### src/rtl/acc_cpu_core.sv
// Accumulator CPU core: handshaked program loader, FETCH/EXEC sequencer,
// optional single-step mode and a carry flag on ADD.
module acc_cpu_core #(
  parameter int unsigned DATA_W = 8,
  parameter int unsigned ADDR_W = 5,
  parameter int unsigned INS_W  = 3 + ADDR_W
) (
  input  logic              Clk,
  input  logic              Reset,
  input  logic              Load,
  input  logic              prog_valid,
  input  logic [INS_W-1:0]  prog_data,
  output logic              prog_ready,
  input  logic              Step_mode,
  input  logic              Step,
  output logic [INS_W-1:0]  Instruction,
  output logic [DATA_W-1:0] Acc,
  output logic [DATA_W-1:0] Mem,
  output logic [ADDR_W-1:0] Program_counter,
  output logic              Carry,
  output logic              Zero,
  output logic              Halted
);

  localparam int unsigned Depth = 2 ** ADDR_W;

  typedef enum logic [2:0] {
    StIdle, StLoad, StFetch, StExec, StWait, StHalt
  } state_e;

  typedef enum logic [2:0] {
    OpHlt = 3'd0, OpSkz = 3'd1, OpAdd = 3'd2, OpAnd = 3'd3,
    OpXor = 3'd4, OpLda = 3'd5, OpSto = 3'd6, OpJmp = 3'd7
  } op_e;

  state_e            state_q, state_d;
  logic [ADDR_W-1:0] pc_q, pc_d;
  logic [ADDR_W-1:0] ptr_q, ptr_d;
  logic [INS_W-1:0]  ir_q, ir_d;
  logic [DATA_W-1:0] acc_q, acc_d;
  logic              carry_q, carry_d;
  logic              imem_we, dmem_we;

  logic [INS_W-1:0]  imem   [Depth];
  logic [DATA_W-1:0] dmem_q [Depth];

  op_e               op;
  logic [ADDR_W-1:0] ir_addr;
  logic [DATA_W-1:0] m_word;

  assign op      = op_e'(ir_q[INS_W-1 -: 3]);
  assign ir_addr = ir_q[ADDR_W-1:0];
  assign m_word  = dmem_q[ir_addr];

  always_comb begin
    state_d = state_q;
    pc_d    = pc_q;
    ptr_d   = ptr_q;
    ir_d    = ir_q;
    acc_d   = acc_q;
    carry_d = carry_q;
    imem_we = 1'b0;
    dmem_we = 1'b0;

    if (state_q == StLoad && prog_valid) begin
      imem_we = 1'b1;
      ptr_d   = ptr_q + ADDR_W'(1);
    end

    // Load overrides everything, including the writes of an in-flight EXEC.
    if (Load) begin
      state_d = StLoad;
      if (state_q != StLoad) begin
        ptr_d   = '0;
        imem_we = 1'b0;
      end
    end else begin
      unique case (state_q)
        StIdle:  state_d = StFetch;
        StLoad: begin
          pc_d    = '0;
          state_d = StFetch;
        end
        StFetch: begin
          ir_d    = imem[pc_q];
          state_d = StExec;
        end
        StExec: begin
          pc_d    = pc_q + ADDR_W'(1);
          state_d = Step_mode ? StWait : StFetch;
          unique case (op)
            OpHlt: begin
              pc_d    = pc_q;
              state_d = StHalt;
            end
            OpSkz: if (acc_q == '0) pc_d = pc_q + ADDR_W'(2);
            OpAdd: {carry_d, acc_d} = {1'b0, acc_q} + {1'b0, m_word};
            OpAnd: acc_d = acc_q & m_word;
            OpXor: acc_d = acc_q ^ m_word;
            OpLda: acc_d = m_word;
            OpSto: dmem_we = 1'b1;
            OpJmp: pc_d = ir_addr;
          endcase
        end
        StWait: if (Step || !Step_mode) state_d = StFetch;
        StHalt: state_d = StHalt;
        default: state_d = StIdle;
      endcase
    end
  end

  always_ff @(posedge Clk or posedge Reset) begin
    if (Reset) begin
      state_q <= StIdle;
      pc_q    <= '0;
      ptr_q   <= '0;
      ir_q    <= '0;
      acc_q   <= '0;
      carry_q <= 1'b0;
    end else begin
      state_q <= state_d;
      pc_q    <= pc_d;
      ptr_q   <= ptr_d;
      ir_q    <= ir_d;
      acc_q   <= acc_d;
      carry_q <= carry_d;
    end
  end

  always_ff @(posedge Clk or posedge Reset) begin
    if (Reset) begin
      for (int unsigned i = 0; i < Depth; i++) dmem_q[i] <= '0;
    end else if (dmem_we) begin
      dmem_q[ir_addr] <= acc_q;
    end
  end

  // Program memory survives reset so a stored program can be rerun.
  always_ff @(posedge Clk) begin
    if (imem_we) imem[ptr_q] <= prog_data;
  end

  assign prog_ready      = (state_q == StLoad);
  assign Halted          = (state_q == StHalt);
  assign Instruction     = ir_q;
  assign Acc             = acc_q;
  assign Mem             = m_word;
  assign Program_counter = pc_q;
  assign Carry           = carry_q;
  assign Zero            = (acc_q == '0);

endmodule

### config.mk
export PLATFORM = sky130hd
export DESIGN_NAME = acc_cpu_core
export DESIGN_NICKNAME = d
export VERILOG_FILES = /design/src/rtl/acc_cpu_core.sv
export SDC_FILE = /design/constraint.sdc
export NUM_CORES = 1
export LEC_CHECK = 0
export ABC_AREA = 1
export CAP_MARGIN = 10
export CELL_PAD_IN_SITES_DETAIL_PLACEMENT = 1
export CELL_PAD_IN_SITES_GLOBAL_PLACEMENT = 1
export CORE_MARGIN = 2
export CORE_UTILIZATION = 35
export DETAILED_ROUTE_END_ITERATION = 10
export PLACE_DENSITY_LB_ADDON = 0.25
export SYNTH_ARGS = -nofsm -noshare
export SYNTH_HDL_FRONTEND = slang
export SYNTH_SLANG_ARGS = --single-unit
### constraint.sdc
create_clock -name Clk -period 9.9 [get_ports Clk]
set_clock_uncertainty 0.05 [all_clocks]
set_input_delay 1.98 -clock Clk [delete_from_list [all_inputs] [get_ports Clk]]
set_output_delay 1.98 -clock Clk [all_outputs]
set_load 0.02 [all_outputs]
== Yosys cells after proc, flatten, opt, wreduce, memory -nomap -nowiden ==
Memory sizes are Yosys's and may differ from the RTL's. A register that Yosys moved wholly into a read port is not among the register bits.
Cells that the tools add are included.
Word-level totals
  memory bits (writable): 256
  memories kept: 1
  output and inout port bits: 33
  register bits: 278
  input port bits: 14
  logic and storage cells: 103
Memories
  imem: depth 32, bits a word 8, rd ports 1, clocked after memory_dff 1, wr ports 1, line 44  | logic [INS_W-1:0] imem [Depth];
Operators by class
  add/sub/neg operators: 4
  equal/unequal tests: 15
  bitwise logic cells: 4
  reduce and logical (&&, ||, !) cells: 14
  multiplexer cells: 26
  magnitude comparators: 2
Operator list (number)
  $bwmux 256: 1
  $bmux 8 s5: 1
  $demux 8 s5: 1
  $pmux 8 s4: 1
  $mux 8: 3
  $mux 5: 4
  $eq 3x3->1 const B: 6
  $pmux 3 s5: 1
  $pmux 5 s3: 1
  $eq 3x2->1 const B: 4
  $mux 3: 4
  $add 5x1->5 const B: 2
  $pmux 5 s2: 1
  $add 8x8->9: 1
  $reduce_and 3->1: 3
  $and 8x8->8: 1
  $logic_not 8->1: 1
  $mux 1: 8
  $xor 8x8->8: 1
  $eq 3x1->1 const B: 2
  $ge 6x6->1 const B: 1
  $logic_not 3->1: 2
  $lt 6x1->1 const B: 1
  $not 5->6: 1
  12 further kinds: 13

== Logic depth before layout (Yosys ltp) ==
Gate-level depths: netlist (run 1).
  depth in word-level cells: 7
  gate-level depth with buffers: 22
  mapped depth without buffers: 19

== Worst setup path before layout (run 1) ==
Ideal clock, no wire load.
  kind: register to output
  start point: register ir_q[1] (netlist: Instruction[1]) (read register of imem)
  end point: output Mem[1]
  path slack: 6033 ps
  stages on the path, launching flop included: 11
  required time: 7870 ps
  arrival time: 1837 ps
  buffers on the path: 2
  cell sequence: dfrtp_1 > clkbuf_2 > inv_1 > nor2_1 > clkbuf_1 > nand2_1 > nand3_1 > nand2_1 > nand2_1 > nor2_1 > nand2_1
On the way
  word-level cells in the longest chain between the ends: 4
Ends and longest elaborated chain
  start, declared: line 39  | logic [INS_W-1:0] ir_q, ir_d;
  $not 5->6 (not written as such): line 53  | assign m_word = dmem_q[ir_addr];
  $bmux 8 s5: line 53
  $mux 8 (not written as such) (2 in a row): line 53
  end, declared: line 18  | output logic [DATA_W-1:0] Mem,
No other way between the ends. The select of a mux whose other input is x is not followed.

== Worst setup path after layout (run 1) ==
Ends and elaborated chain as after synthesis.

==> results.py, run 1 <==
metrics = {
    "placed_design": {
        "place_ws_ns": 4.01,
        "io_buffers": 46,
        "place_congestion": 0.801,
        "hpwl_um": 49400,
    },
    "clock_network": {
        "htree_levels": 2,
        "post-cts-setup-buffers": 0,
        "cts-root-buf": "clkbuf_16",
        "clkTransAtPathRegs_ns": 0.06,
        "clockBufferDepth": 3,
        "clk-insertion-delay-late_ns": 0.66,
        "clkSinkCount": 542,
        "cts_made_buffers": 60,
        "ctsResizeCount": 0,
        "ctsHoldBuffers": 0,
        "cts_tree": "yes",
    },
    "sta": {
        "hold_viol": 0,
        "setup_viol": 0,
        "setup_tns_ns": 0,
        "layout_setup_ws_ns": 3.34,
        "tightest_slew_ns": 1.25,
        "rsz0062_at_grt": "false",
        "whs_ns": 0.434,
        "slew_headroom": 0.166,
        "min_period_ns": 6.56,
        "drv_slew": 0,
        "max_freq_ghz": 0.152,
        "finalCritPeriodShare": 0.663,
    },
    "power_and_ir_drop": {
        "net-switching-power_mw": 2.23,
        "power.share.sequential": 0.403,
        "swShare": 0.348,
        "power_density_nw_per_um2": 234,
        "clockPowerShare": 0.368,
        "power_leakage_nw": 11.4,
        "ir_drop_mv": 0.178,
        "p_comb_frac": 0.229,
        "intPower_mw": 4.17,
        "finalPower_mw": 6.40,
    },
    "critical_path": {
        "cp_slowest_cell": "clkdlybuf4s50_1",
        "cp-end-kind": "output pin",
        "arrival_ns": 4.53,
        "critPathRequiredTime_ns": 7.87,
        "crit_chain": "buf_4, inv_2, buf_4, nor2_2, buf_4, nand2_1, nand3_1, nand2_1, nand2_1, nor2_1, nand2_1, clkdlybuf4s50_1",
        "worst-setup-path-type": "register to output pin",
        "crit_top_cell": "nand2_1",
        "crit_path_max_incr_delay_ns": 0.72,
        "startpoint_type": "register",
        "critPathMaxFanout": 44,
    },
    "hold_path": {
        "min_path_type": "register to register",
    },
    "synth": {
        "yosys.cell_types.count": 42,
        "yosys_warnings": 0,
        "synth-seq-cells": 542,
        "synthMostInstantiatedCell": "nand2_1",
        "synth_edf_count": 256,
        "avgSynthCellArea_um2": 9.15,
        "syn-num-nets": 2643,
        "netlist_area_um2": 23900,
        "synth_ff_type": "dfrtp_1",
        "synth_top_area_cell": "edfxtp_1",
        "ys_seq_area_frac": 0.620,
        "synth_cells": 2614,
        "yosys-top-cells-count": "nand2_1 (997), o21ai_0 (318), dfrtp_1 (286)",
        "synth_top_area_frac": 0.321,
        "synth.area.top_cells": "edfxtp_1 (32%), dfrtp_1 (30%), nand2_1 (16%), o21ai_0 (6.7%), nor2_1 (3.1%)",
        "async_flop_share": 0.528,
    },
    "global_routing": {
        "antenna_found_initial": 2,
        "grt_usage": 0.223,
        "grt_max_degree": 172,
        "grt_pass1_wl_um": 121000,
        "first_global_vias": 19800,
        "grt.overflow.total": 0,
    },
    "cells_and_area": {
        "n_antenna_cell": 0,
        "drive_gt1_frac": 0.0661,
        "fin_nets": 2640,
        "syn_to_final_growth_pct": 14.3,
    },
    "floorplan": {
        "die_w_um": 265,
        "initial_utilization": 0.355,
        "dieArea_um2": 70500,
        "pin_count": 47,
        "die_h_um": 265,
        "fp.coreArea_um2": 67400,
        "rows": 95,
    },
    "detailed_routing": {
        "drc": 0,
        "ant_nets": 0,
        "drt_iter0_markers": 1242,
        "drt_wl_total_um": 77800,
        "vias_per_cell": 5.29,
        "avgRoutedWirePerCell_um": 22.0,
        "first_pass_iters": 5,
        "route.vias.total": 18700,
    },
    "job": {
        "max_cap_viol_count": 0,
    },
    "status": {
        "outcome": "complete, no violations",
    },
}
-- flip-flops by register name (all words and copies together) (netlist names) --
| name | count |
|---|---|
| Acc | 8 |
| dmem_q | 256 |
| state_q | 3 |
| Program_counter | 5 |
| ptr_q | 5 |
| imem | 256 |
| Carry | 1 |
| Instruction | 8 |
-- power groups by stage --
| stage | logic (mW) | clock network (mW) | registers (mW) |
|---|---|---|---|
| 2_1_floorplan | 0.840 | 0 | 2.56 |
| 3_3_place_gp | 1.43 | 0 | 2.61 |
| 3_5_place_dp | 1.47 | 0 | 2.62 |
| 4_1_cts | 1.48 | 2.40 | 2.57 |
| 5_1_grt | 1.59 | 2.48 | 2.59 |
| 6_report | 1.47 | 2.35 | 2.58 |
-- kinds of logic after synthesis --
| kind of cell | count (synthesis) | share of synthesized area |
|---|---|---|
| simple gates | 1332 | 0.221 |
| flops | 542 | 0.620 |
| compound gates | 494 | 0.111 |
| buf+inv | 222 | 0.0353 |
| fa+ha+maj | 15 | 0.00816 |
| xor+xnor | 8 | 0.00293 |
| mux | 1 | 0.000418 |
-- final timing paths --
kind | start | endpoint | slack, ns | cells after the start
worst max-delay path | Instruction[1] | Mem[1] | 3.34 | 12
worst min register to register | dmem_q[157] | dmem_q[157] | 0.43 | 2
min in group asynchronous | Reset | dmem_q[255] | 1.92 | 3
worst min-delay path | dmem_q[157] | dmem_q[157] | 0.43 | 2
max in group asynchronous | Reset | Program_counter[0] | 6.35 | 4
worst max register to register | Instruction[1] | Acc[4] | 5.05 | 21
-- cell usage in the layout (no fill, tap or decap), types with 16 or more instances in the layout --
cell type        count
nand2_1            997
clkbuf_16           60
nand3_1             81
clkdlybuf4s50_1     46
dfrtp_1            282
nor2_1             194
o21ai_1             65
o211ai_1            34
a21oi_1             32
inv_1               62
nand4_1             16
buf_4               41
edfxtp_1           256
o21ai_0            318
o22ai_1             17
-- critical path: cells and delay by family (launching register included) --
family	cells	cell delay [ns]
simple gates	7	0.96
buf+inv	5	2.50
flops	1	0.35
-- through the flow --
step,instance area (µm²),utilization,cells
global placement,25300,0.375,3422
global route,27400,0.406,3535
floorplan,23900,-,2614
CTS,27400,0.406,3535
finish,27400,0.406,3535
detailed placement,25300,0.375,3422
-- final cells by class --
type | instances | area, µm²
Clock buffer | 84 | 1680
Multi-Input combinational cell | 1850 | 8260
Clock inverter | 29 | 415
Fill cell | 7660 | 40000
Sequential cell | 542 | 14900
Tap cell | 873 | 1090
Timing Repair Buffer | 88 | 788
Inverter | 69 | 264
-- metal layers --
layer | routed length, µm | global-route usage
met4 | 1640 | 0.0539
met3 | 3270 | 0.0282
met1 | 36000 | 0.311
met5 | 0 | 0
met2 | 36900 | 0.369
Note: power is estimated with default switching activity, not from simulation.
==> run 2, diff against run 1 <==
clock period = 6.6 ns   (was 9.9 ns; I/O delays follow)
==> run 2 against run 1 <==
Compared with the run above: die area is the same; clock power rose by 39%; hold slack about the same; utilization is 0.15 points lower; sequential power rose by 51%; largest cell class unchanged.
==> results.py, run 2 (synthesis gave the netlist of run 1 again) <==
metrics = {
    "status": {
        "outcome": "complete, no violations",
    },
    "clock_network": {
        "htree_levels": 2,
        "clk-insertion-delay-late_ns": 0.66,
        "ctsHoldBuffers": 0,
        "ctsResizeCount": 0,
        "cts_tree": "yes",
        "clockBufferDepth": 3,
        "clkTransAtPathRegs_ns": 0.06,
        "cts-root-buf": "clkbuf_16",
        "post-cts-setup-buffers": 0,
        "clkSinkCount": 542,
        "cts_made_buffers": 60,
    },
    "global_routing": {
        "grt_max_degree": 149,
        "grt_pass1_wl_um": 120000,
        "antenna_found_initial": 0,
        "grt_usage": 0.222,
        "grt.overflow.total": 0,
        "first_global_vias": 19500,
    },
    "floorplan": {
        "die_w_um": 265,
        "dieArea_um2": 70500,
        "fp.coreArea_um2": 67400,
        "initial_utilization": 0.355,
        "rows": 95,
        "die_h_um": 265,
        "pin_count": 47,
    },
    "critical_path": {
        "critPathRequiredTime_ns": 5.23,
        "worst-setup-path-type": "register to output pin",
        "crit_top_cell": "nand2_1",
        "crit_path_max_incr_delay_ns": 0.73,
        "cp_slowest_cell": "dfrtp_4",
        "critPathMaxFanout": 53,
        "crit_chain": "inv_2, buf_4, nand2_1, nand2_1, nand2_1, nand2_1, nand2_1, nand2_1, nor2_1, nand2_1, clkdlybuf4s50_1",
        "startpoint_type": "register",
        "cp-end-kind": "output pin",
        "arrival_ns": 3.77,
    },
    "detailed_routing": {
        "drt_iter0_markers": 1242,
        "first_pass_iters": 5,
        "wl_met1_um": 35200,
        "top_layer_used": "met4",
        "avgRoutedWirePerCell_um": 22.0,
        "wl_met2_um": 37300,
        "vias_per_cell": 5.29,
        "route.vias.total": 18700,
        "dr_wl_met3_um": 2900,
        "drc": 0,
        "drt_wl_total_um": 77800,
        "ant_nets": 0,
    },
    "cells_and_area": {
        "layout_common_cells": "nand2_1 (997), o21ai_0 (318), dfrtp_1 (282), edfxtp_1 (256), nor2_1 (192)",
        "fin_nets": 2645,
        "syn_to_final_growth_pct": 13.9,
        "reg_top3": "dmem_q: 256 flops, imem: 256 flops",
        "drive_gt1_frac": 0.0646,
        "n_antenna_cell": 0,
        "mostFrequentLayoutCell": "nand2_1",
        "design_area_um2": 27300,
    },
    "sta": {
        "drv_slew": 0,
        "rsz0062_at_grt": "false",
        "max_freq_ghz": 0.194,
        "whs_ns": 0.434,
        "layout_setup_ws_ns": 1.46,
        "hold_viol": 0,
        "tightest_slew_ns": 1.17,
        "slew_headroom": 0.220,
        "finalCritPeriodShare": 0.779,
        "setup_viol": 0,
        "min_period_ns": 5.14,
        "setup_tns_ns": 0,
    },
    "power_and_ir_drop": {
        "finalPower_mw": 9.36,
        "power_density_nw_per_um2": 343,
        "ir_drop_mv": 0.244,
        "power_leakage_nw": 11.3,
    },
    "placed_design": {
        "placed_area_um2": 25300,
        "place_ws_ns": 2.08,
        "io_buffers": 46,
        "place_congestion": 0.813,
        "hpwl_um": 50300,
    },
    "hold_path": {
        "min_path_type": "register to register",
    },
    "job": {
        "max_cap_viol_count": 0,
    },
}
## run 2: cell types whose count changed in the layout (fill, tap and decap cells not counted), moves of 2 or more
cell / before / now
buf_4: 41 / 43
clkinv_2: 13 / 6
clkbuf_8: 9 / 12
clkbuf_1: 15 / 24
nor2_2: 1 / 3
nor2_1: 194 / 192
bufinv_16: 8 / 1
## run 2: final cells by class
type | count | area [µm²]
inverters | 69 | 264
clock inverters | 14 | 163
clock buffers | 96 | 1760
fillers | 7662 | 40100
flip-flops and latches | 542 | 14900
well taps | 873 | 1090
multi-input cells | 1850 | 8270
repair buffers | 93 | 856
## run 2: power breakdown
group / internal, mW / leakage, nW / switching (mW)
Sequential: 3.65 / 6.26 / 0.241
Combinational: 0.531 / 4.13 / 1.68
Clock: 1.86 / 0.925 / 1.40
Total: 6.04 / 11.3 / 3.32
## run 2: final timing paths
path,startpoint,end,slack (ns),cells past startpoint
min in group asynchronous,Reset,dmem_q[91],1.23,3
worst min-delay path,dmem_q[97],dmem_q[97],0.43,2
max in group asynchronous,Reset,Program_counter[0],4.47,3
worst max-delay path,Instruction[0],Mem[6],1.46,11
worst max register to register,Instruction[0],Acc[6],2.47,20
worst min register to register,dmem_q[97],dmem_q[97],0.43,2
## run 2: per-stage QoR
| step | instances | utilization |
|---|---|---|
| 2_1_floorplan | 2614 | - |
| 3_3_place_gp | 3425 | 0.375 |
| 3_5_place_dp | 3425 | 0.375 |
| 4_1_cts | 3535 | 0.404 |
| 5_1_grt | 3537 | 0.404 |
| 6_report | 3537 | 0.404 |
## run 2: layer usage
| layer | global-route usage | vias up |
|---|---|---|
| met5 | 0 | - |
| met4 | 0.0727 | 0 |
| met3 | 0.0294 | 136 |
| met2 | 0.371 | 389 |
| met1 | 0.300 | 9439 |
| li1 | - | 8736 |
## run 2: critical path, delay by kind of cell (launching register included)
kind / cells / cell delay (ns)
buf+inv: 3 / 1.40
flops: 1 / 0.73
simple gates: 8 / 0.94
==> run 3, diff against run 2 <==
clock period = 4.6 ns   (was 6.6 ns; I/O delays follow)
==> run 3 against run 2 <==
Compared with the run above: final cell count grew 0.62%; wire length shrank 0.32%; highest routed layer unchanged; clock-buffer cell count fell by 17; cell area increased by 1.3%; total power is 48% higher; hold slack about the same; largest power group unchanged; combinational power increased by 51%; first-iteration DRC count rose by 6.6%; flip-flop and latch count unchanged.
==> results.py, run 3 (synthesis gave the netlist of run 1 again) <==
metrics = {
    "sta": {
        "rsz0062_at_grt": "false",
        "drv_slew": 0,
        "hold_viol": 0,
        "finalCritPeriodShare": 0.942,
        "slew_headroom": 0.234,
        "min_period_ns": 4.33,
        "max_freq_ghz": 0.231,
        "setup_viol": 0,
        "tightest_slew_ns": 1.14,
        "setup_tns_ns": 0,
    },
    "placed_design": {
        "placed_area_um2": 25500,
        "place_congestion": 0.837,
        "io_buffers": 46,
        "dp_cells": 3449,
        "hpwl_um": 50800,
    },
    "hold_path": {
        "min_from": "dmem_q[244]",
        "min_to": "dmem_q[244]",
        "min_path_type": "register to register",
        "hold_depth": 2,
    },
    "critical_path": {
        "critPathMaxFanout": 23,
        "cp_slowest_cell": "clkdlybuf4s50_1",
        "critPathRequiredTime_ns": 3.63,
        "r2r_slack_ns": 0.96,
        "cp_top_family": "buffers and inverters",
        "crit_chain": "nand2_1, inv_2, buf_4, nand2_1, nand3_1, nand2_1, nand2_1, nor2_1, nand2_1, clkdlybuf4s50_1",
        "cp-end-kind": "output pin",
        "reg2reg_to": "Acc[6]",
        "arrival_ns": 3.36,
        "worst-setup-path-type": "register to output pin",
        "crit_path_max_incr_delay_ns": 0.68,
        "startpoint_type": "register",
        "reg2reg_from": "Instruction[0]",
        "crit_top_cell": "nand2_1",
        "r2r_cells": 20,
        "path_buf_inv": 3,
        "cp.depth": 10,
    },
    "clock_network": {
        "clkTransAtPathRegs_ns": 0.06,
        "post-cts-setup-buffers": 0,
        "cts_made_buffers": 59,
        "clockBufferDepth": 3,
        "htree_levels": 2,
        "cts-root-buf": "clkbuf_16",
        "cts_tree": "yes",
        "clk-insertion-delay-late_ns": 0.66,
        "clkSinkCount": 542,
        "ctsHoldBuffers": 0,
        "ctsResizeCount": 0,
    },
    "power_and_ir_drop": {
        "power_density_nw_per_um2": 501,
        "ir_drop_mv": 0.412,
        "finalPower_mw": 13.8,
        "power_leakage_nw": 11.5,
    },
    "floorplan": {
        "fp.coreArea_um2": 67400,
        "rows": 95,
        "die_h_um": 265,
        "die_w_um": 265,
        "pin_count": 47,
        "initial_utilization": 0.355,
        "dieArea_um2": 70500,
    },
    "cells_and_area": {
        "design_area_um2": 27600,
        "drive_gt1_frac": 0.0745,
        "multi_input_area_um2": 8260,
        "fin_nets": 2667,
        "seq_area_um2": 14900,
        "fin_cells": 3559,
        "nFillCells": 7689,
        "reg_top3": "dmem_q: 256 flops, imem: 256 flops",
        "n_antenna_cell": 0,
        "syn_to_final_growth_pct": 15.4,
        "mostFrequentLayoutCell": "nand2_1",
        "layout_common_cells": "nand2_1 (997), o21ai_0 (318), dfrtp_1 (282), edfxtp_1 (256), nor2_1 (194)",
    },
    "global_routing": {
        "antenna_found_initial": 0,
        "grt_pass1_wl_um": 121000,
        "grt_usage": 0.223,
        "first_global_vias": 19700,
        "grt.overflow.total": 0,
        "grt_max_degree": 95,
    },
    "detailed_routing": {
        "vias_per_cell": 5.25,
        "drt_iter0_markers": 1324,
        "drt_wl_total_um": 77500,
        "ant_nets": 0,
        "route.vias.total": 18700,
        "avgRoutedWirePerCell_um": 21.8,
        "drc": 0,
        "first_pass_iters": 5,
    },
    "status": {
        "outcome": "complete, no violations",
    },
    "job": {
        "max_cap_viol_count": 0,
    },
}
## run 3: worst max-delay path by stage
stage | from | to
2_1_floorplan | Reset | Acc[0]
3_3_place_gp | Instruction[0] | Mem[1]
3_5_place_dp | Instruction[0] | Mem[1]
4_1_cts | Instruction[0] | Mem[1]
5_1_grt | Instruction[0] | Mem[1]
6_report | Instruction[0] | Mem[1]
## run 3: layout make-up
class	instances	share of cell area
flip-flops and latches	542	0.538
multi-input cells	1850	0.299
clock buffers	79	0.0602
repair buffers	116	0.0396
inverters	69	0.00956
clock inverters	30	0.0139
well taps	873	0.0396
## run 3: stage by stage
stage | setup WS [ns] | hold WS, ns | util
2_1_floorplan | -0.161 | 0.403 | -
3_3_place_gp | 1.01 | 0.415 | 0.379
3_5_place_dp | 0.933 | 0.423 | 0.379
4_1_cts | 0.238 | 0.438 | 0.409
5_1_grt | 0.0707 | 0.456 | 0.410
6_report | 0.268 | 0.433 | 0.410
## run 3: tightest hold or removal path: stages (launching register included)
cell and delay (ns):
dfrtp_1 0.34, nand2_1 0.05, o21ai_0 0.06
## run 3: layer usage
| metal | share of wire | GRT usage | wire length [µm] | vias to the layer above |
|---|---|---|---|---|
| li1 | - | - | - | 8766 |
| met1 | 0.45 | 0.296 | 35000 | 9469 |
| met2 | 0.48 | 0.377 | 37600 | 331 |
| met3 | 0.041 | 0.0357 | 3180 | 102 |
| met4 | 0.023 | 0.0618 | 1800 | 0 |
| met5 | 0 | 0 | 0 | - |
## run 3: power by group
part | switching [mW] | internal, mW
clock | 2.08 | 2.93
sequential | 0.243 | 5.24
combinational | 2.49 | 0.847
total | 4.82 | 9.02
==> RTL change 1, RTL diff (flow settings as in run 2) <==
`ADDR_W`: 5 -> 4.
--- a/src/rtl/acc_cpu_core.sv
+++ b/src/rtl/acc_cpu_core.sv
@@ -2,7 +2,7 @@
 // optional single-step mode and a carry flag on ADD.
 module acc_cpu_core #(
   parameter int unsigned DATA_W = 8,
-  parameter int unsigned ADDR_W = 5,
+  parameter int unsigned ADDR_W = 4,
   parameter int unsigned INS_W  = 3 + ADDR_W
 ) (
   input  logic              Clk,
Ports: changed (resized Instruction, Program_counter and prog_data); port bits go from 47 to 44. The function was not compared with the original's and may differ.
==> RTL change 1 against run 2 <==
- register-to-register slack better by 20 ps
- sequential cell count down 275
- largest power group unchanged
- first-iteration DRC count down 62%
- critical path type unchanged
- utilization hardly changed
- total power shrank 42%
- largest cell class unchanged
- count of clock-buffer cells in the layout decreased by 61
- routed wire length shrank 53%
- cell area decreased by 49%
- synthesized area down 49%
- setup slack lost 150 ps
- sequential power is 46% lower
==> RTL change 1: results (changes against run 2) <==
Run status
  – Status: finished, final reports clean

Synth
  – Syn Area/Cell: 9.677 sq um (+5.7%)
  – Synth unique cells: 37 (-12%)
  – Synth async-reset ratio: 0.5805 (+0.05285)
  – Warnings from Yosys: 0 (unchanged)
  – Post-synth top cells: nand2_1, o21ai_0, dfrtp_1
  – Post-synth EDFFs: 112 (-56%)
  – Syn_nets: 1286 (-51%)

Hold path
  – Hold Startpoint: dmem_q[126]

Place
  – Post-DP HPWL: 24310 um (-52%)
  – Input/output buffers: 43 (-6.5%)
  – Placer Congestion: 0.7721 (-5.1%)
  – Post-DP Area: 0.01292 sq mm (-49%)
  – Pre-CTS WS: 1864 ps (-217.4 ps)

Global routing
  – GRT met3 Usage: 0.02043 (-0.009012)
  – Tot GR Track Use: 0.2043 (-0.01800)
  – Number of global-route vias before repair: 9727 (-50%)
  – First-pass GRT wire length: 57080 um (-53%)
  – Met2 GRT Util: 0.3629 (-0.008012)
  – Met1 Use GR: 0.2635 (-0.03609)
  – Largest net degree at the start of global routing: 110 (-26%)

Cells and area
  – Ratio of cells with drive above 1 in the final layout: 0.06380 (-0.0007675)
  – Area of the multi-input gates: 0.004368 sq mm (-47%)
  – Filler cells: 3871 (-49%)
  – Non-filler instance count after layout: 1756 (-50%)

Pwr
  – Leak pwr: 5.730 nW (-49%)
  – Switching share of power: 0.3892 (+0.03446)

Setup path
  – R2R cell count: 17 (-15%)
  – Slowest CP cell: nor2_2
  – Setup slack, reg-to-reg: 2490 ps (+20 ps)
  – CP Max Fanout: 19 (-64%)
  – Reg2reg start: Instruction[1]
  – Crit-path max cell delay: 870 ps (+140 ps)
  – Worst Path Arrival: 3920 ps (+150 ps)

Detailed routing
  – Initial drt markers: 469 (-62%)
  – Via/cell ratio: 5.292 (about the same)
  – Metal3 WL: 898 um (-69%)
  – Routed length per instance: 20.71 um (-5.8%)
  – Routed met2 length: 18240 um (-51%)

STA
  – Worst relative slew slack: 0.2264 (+0.006131)
  – Worst hold slack: 433.3 ps (-0.4870 ps)

CTS
  – Clock buffers created by TritonCTS: 30 (-50%)
  – Root buffer cell: clkbuf_16
  – CTS H-tree lvls: 1 (-1)
  – Clock Latency Late Sink: 570 ps (-90 ps)
## RTL change 1: layout make-up
class / count / area share
Timing Repair Buffer: 56 / 0.03797
Clock buffer: 35 / 0.05677
Inverter: 56 / 0.01547
Multi-Input combinational cell: 866 / 0.3141
Clock inverter: 21 / 0.01395
Tap cell: 455 / 0.04094
Sequential cell: 267 / 0.5208
## RTL change 1: power groups by stage
stage               Clock, W  Combinational, W  Sequential, W
CTS                  0.00171           0.00171        0.00210
floorplan                  0           0.00105        0.00208
global route         0.00177           0.00188        0.00212
finish               0.00168           0.00169        0.00210
detailed placement         0           0.00170        0.00213
global placement           0           0.00167        0.00213
## RTL change 1: worst max-delay path by stage
stage,start,end,slack [ps],cells after the start
2_1_floorplan,Reset,Acc[0],1050,1
3_3_place_gp,Instruction[1],Mem[1],1930,8
3_5_place_dp,Instruction[1],Mem[1],1860,8
4_1_cts,Instruction[1],Mem[1],1260,8
5_1_grt,Instruction[1],Mem[1],1040,8
6_report,Instruction[1],Mem[1],1310,8
## RTL change 1: kinds of logic after synthesis
family / count (synthesis) / share of synthesized area
AND/OR/NAND/NOR: 523 / 0.1820
AO/OA/AOI/OAI: 319 / 0.1526
flip-flops: 267 / 0.5954
buffers and inverters: 124 / 0.04721
adder cells (fa/ha/maj): 16 / 0.01707
XOR/XNOR: 8 / 0.005760
## RTL change 1: worst register-to-register path, cell delays in order (launching register included)
cell      delay (ps)
dfrtp_1          610
inv_1            330
nor2_2           870
buf_4            370
a22oi_1          100
nand2_1          120
nand2_1           70
nand4_1          180
ha_1             340
fa_1             300
nand4_1          110
o211ai_1         140
xnor2_1          150
nand2_1           60
nand2_1           60
inv_1             30
nand2_1           50
nand2_1           40
==> RTL change 2, RTL diff (settings of run 2) <==
Made on the original files. Register the output `Program_counter` once more, with the module's reset; this adds one clock of latency there. The other outputs are not delayed to match.
--- a/src/rtl/acc_cpu_core.sv
+++ b/src/rtl/acc_cpu_core.sv
@@ -145,7 +145,13 @@
   assign Instruction     = ir_q;
   assign Acc             = acc_q;
   assign Mem             = m_word;
-  assign Program_counter = pc_q;
+  always_ff @(posedge Clk or posedge Reset) begin
+    if (Reset) begin
+      Program_counter <= '0;
+    end else begin
+      Program_counter <= pc_q;
+    end
+  end
   assign Carry           = carry_q;
   assign Zero            = (acc_q == '0);
 
Formal check against the unedited RTL: not equivalent (Yosys sat finds a counterexample within 10 cycles, from zero or initial values and one cycle with Reset high).
==> RTL change 2 against run 2 <==
- non-clock buffer count down 7
- cell area about the same
- routed wire length down 1.4%
- critical path type unchanged
- total power up 4.9%
- sequential cell count up 5
- clock power up 4%
- setup slack worse by 220 ps
- critical path depth down 1
- largest cell class unchanged
- count of clock-buffer cells in the layout down 13
- final cell count down 0.45%
- register-to-register slack worse by 230 ps
- synthesized area up 0.27%
- combinational power up 11%
==> RTL change 2: results (changes against run 2) <==
Global routing
  – Number of global-route vias before repair: 19490 (-0.026%)
  – GRT met3 Usage: 0.03179 (+0.002354)
  – Met2 GRT Util: 0.3611 (-0.009860)
  – Tot GR Track Use: 0.2196 (-0.002672)
  – First-pass GRT wire length: 119200 um (-0.90%)
  – Met1 Use GR: 0.2967 (-0.002943)

Run status
  – Status: finished, final reports clean

Synth
  – Post-synthesis mux area share: 0.0004172 (-0.000001113)
  – Post-synthesis compound-gate area fraction: 0.1111 (-0.0002441)
  – Syn Area/Cell: 9.196 sq um (+0.46%)
  – Post-synthesis adder-cell area fraction: 0.008135 (-0.00002169)
  – Top cells by area, synth: edfxtp_1, dfrtp_1, nand2_1
  – Xor/xnor share of the synthesized area: 0.003285 (+0.0003573)
  – Post-synth top cells: nand2_1, o21ai_0, dfrtp_1
  – Syn_nets: 2638 (-0.19%)
  – Synth async-reset ratio: 0.5320 (+0.004317)
  – Synth unique cells: 30 (-29%)
  – Post-synthesis sequential area ratio: 0.6239 (+0.003565)

Place
  – Pre-CTS WS: 1804 ps (-277.8 ps)
  – Placer Congestion: 0.8424 (+3.6%)
  – Placed cells: 3414 (-0.32%)
  – Post-DP Area: 0.02529 sq mm (about the same)

Setup path
  – Worst R2R End: Carry
  – Crit-path max cell delay: 680 ps (-50 ps)
  – CP endpoint: Mem[2]
  – CP Max Fanout: 36 (-32%)
  – Setup slack, reg-to-reg: 2240 ps (-230 ps)
  – R2R cell count: 16 (-20%)

Detailed routing
  – Initial drt markers: 1344 (+8.2%)
  – Metal3 WL: 3108 um (+7.0%)
  – DRT Wirelength: 76700 um (-1.4%)
  – WL met1: 34480 um (-2.1%)
  – Via/cell ratio: 5.293 (+0.12%)
  – Routed met2 length: 36450 um (-2.4%)

STA
  – Post-layout minimum cycle time: 5361 ps (+219.0 ps)
  – Worst-margin pin slew: 1179 ps (+9.618 ps)

Cells and area
  – Ratio of cells with drive above 1 in the final layout: 0.06005 (-0.004519)

CTS
  – Clock buffers created by TritonCTS: 58 (-3.3%)
## RTL change 2: where the power goes
group	total, W	switching (W)	internal [W]
registers	0.00396	0.000261	0.00370
logic	0.00246	0.00187	0.000593
clock network	0.00339	0.00142	0.00197
## RTL change 2: cell type report
cell class / instances / area (sq um)
Tap cell: 873 / 1092
Timing Repair Buffer: 86 / 785.8
Clock buffer: 83 / 1685
Multi-Input combinational cell: 1837 / 8158
Inverter: 71 / 271.5
Clock inverter: 24 / 292.8
Fill cell: 7748 / 40250
Sequential cell: 547 / 14980
## RTL change 2: worst min-delay path by stage
stage | startpoint | end | slack (ps) | depth (start not counted)
after global placement | dmem_q[157] | dmem_q[157] | 420 | 2
final | dmem_q[157] | dmem_q[157] | 430 | 2
after CTS | dmem_q[173] | dmem_q[173] | 440 | 2
after detailed placement | dmem_q[173] | dmem_q[173] | 420 | 2
after global routing | dmem_q[30] | dmem_q[30] | 460 | 2
after floorplan | pc_q[4] | Program_counter[4] | 300 | 0
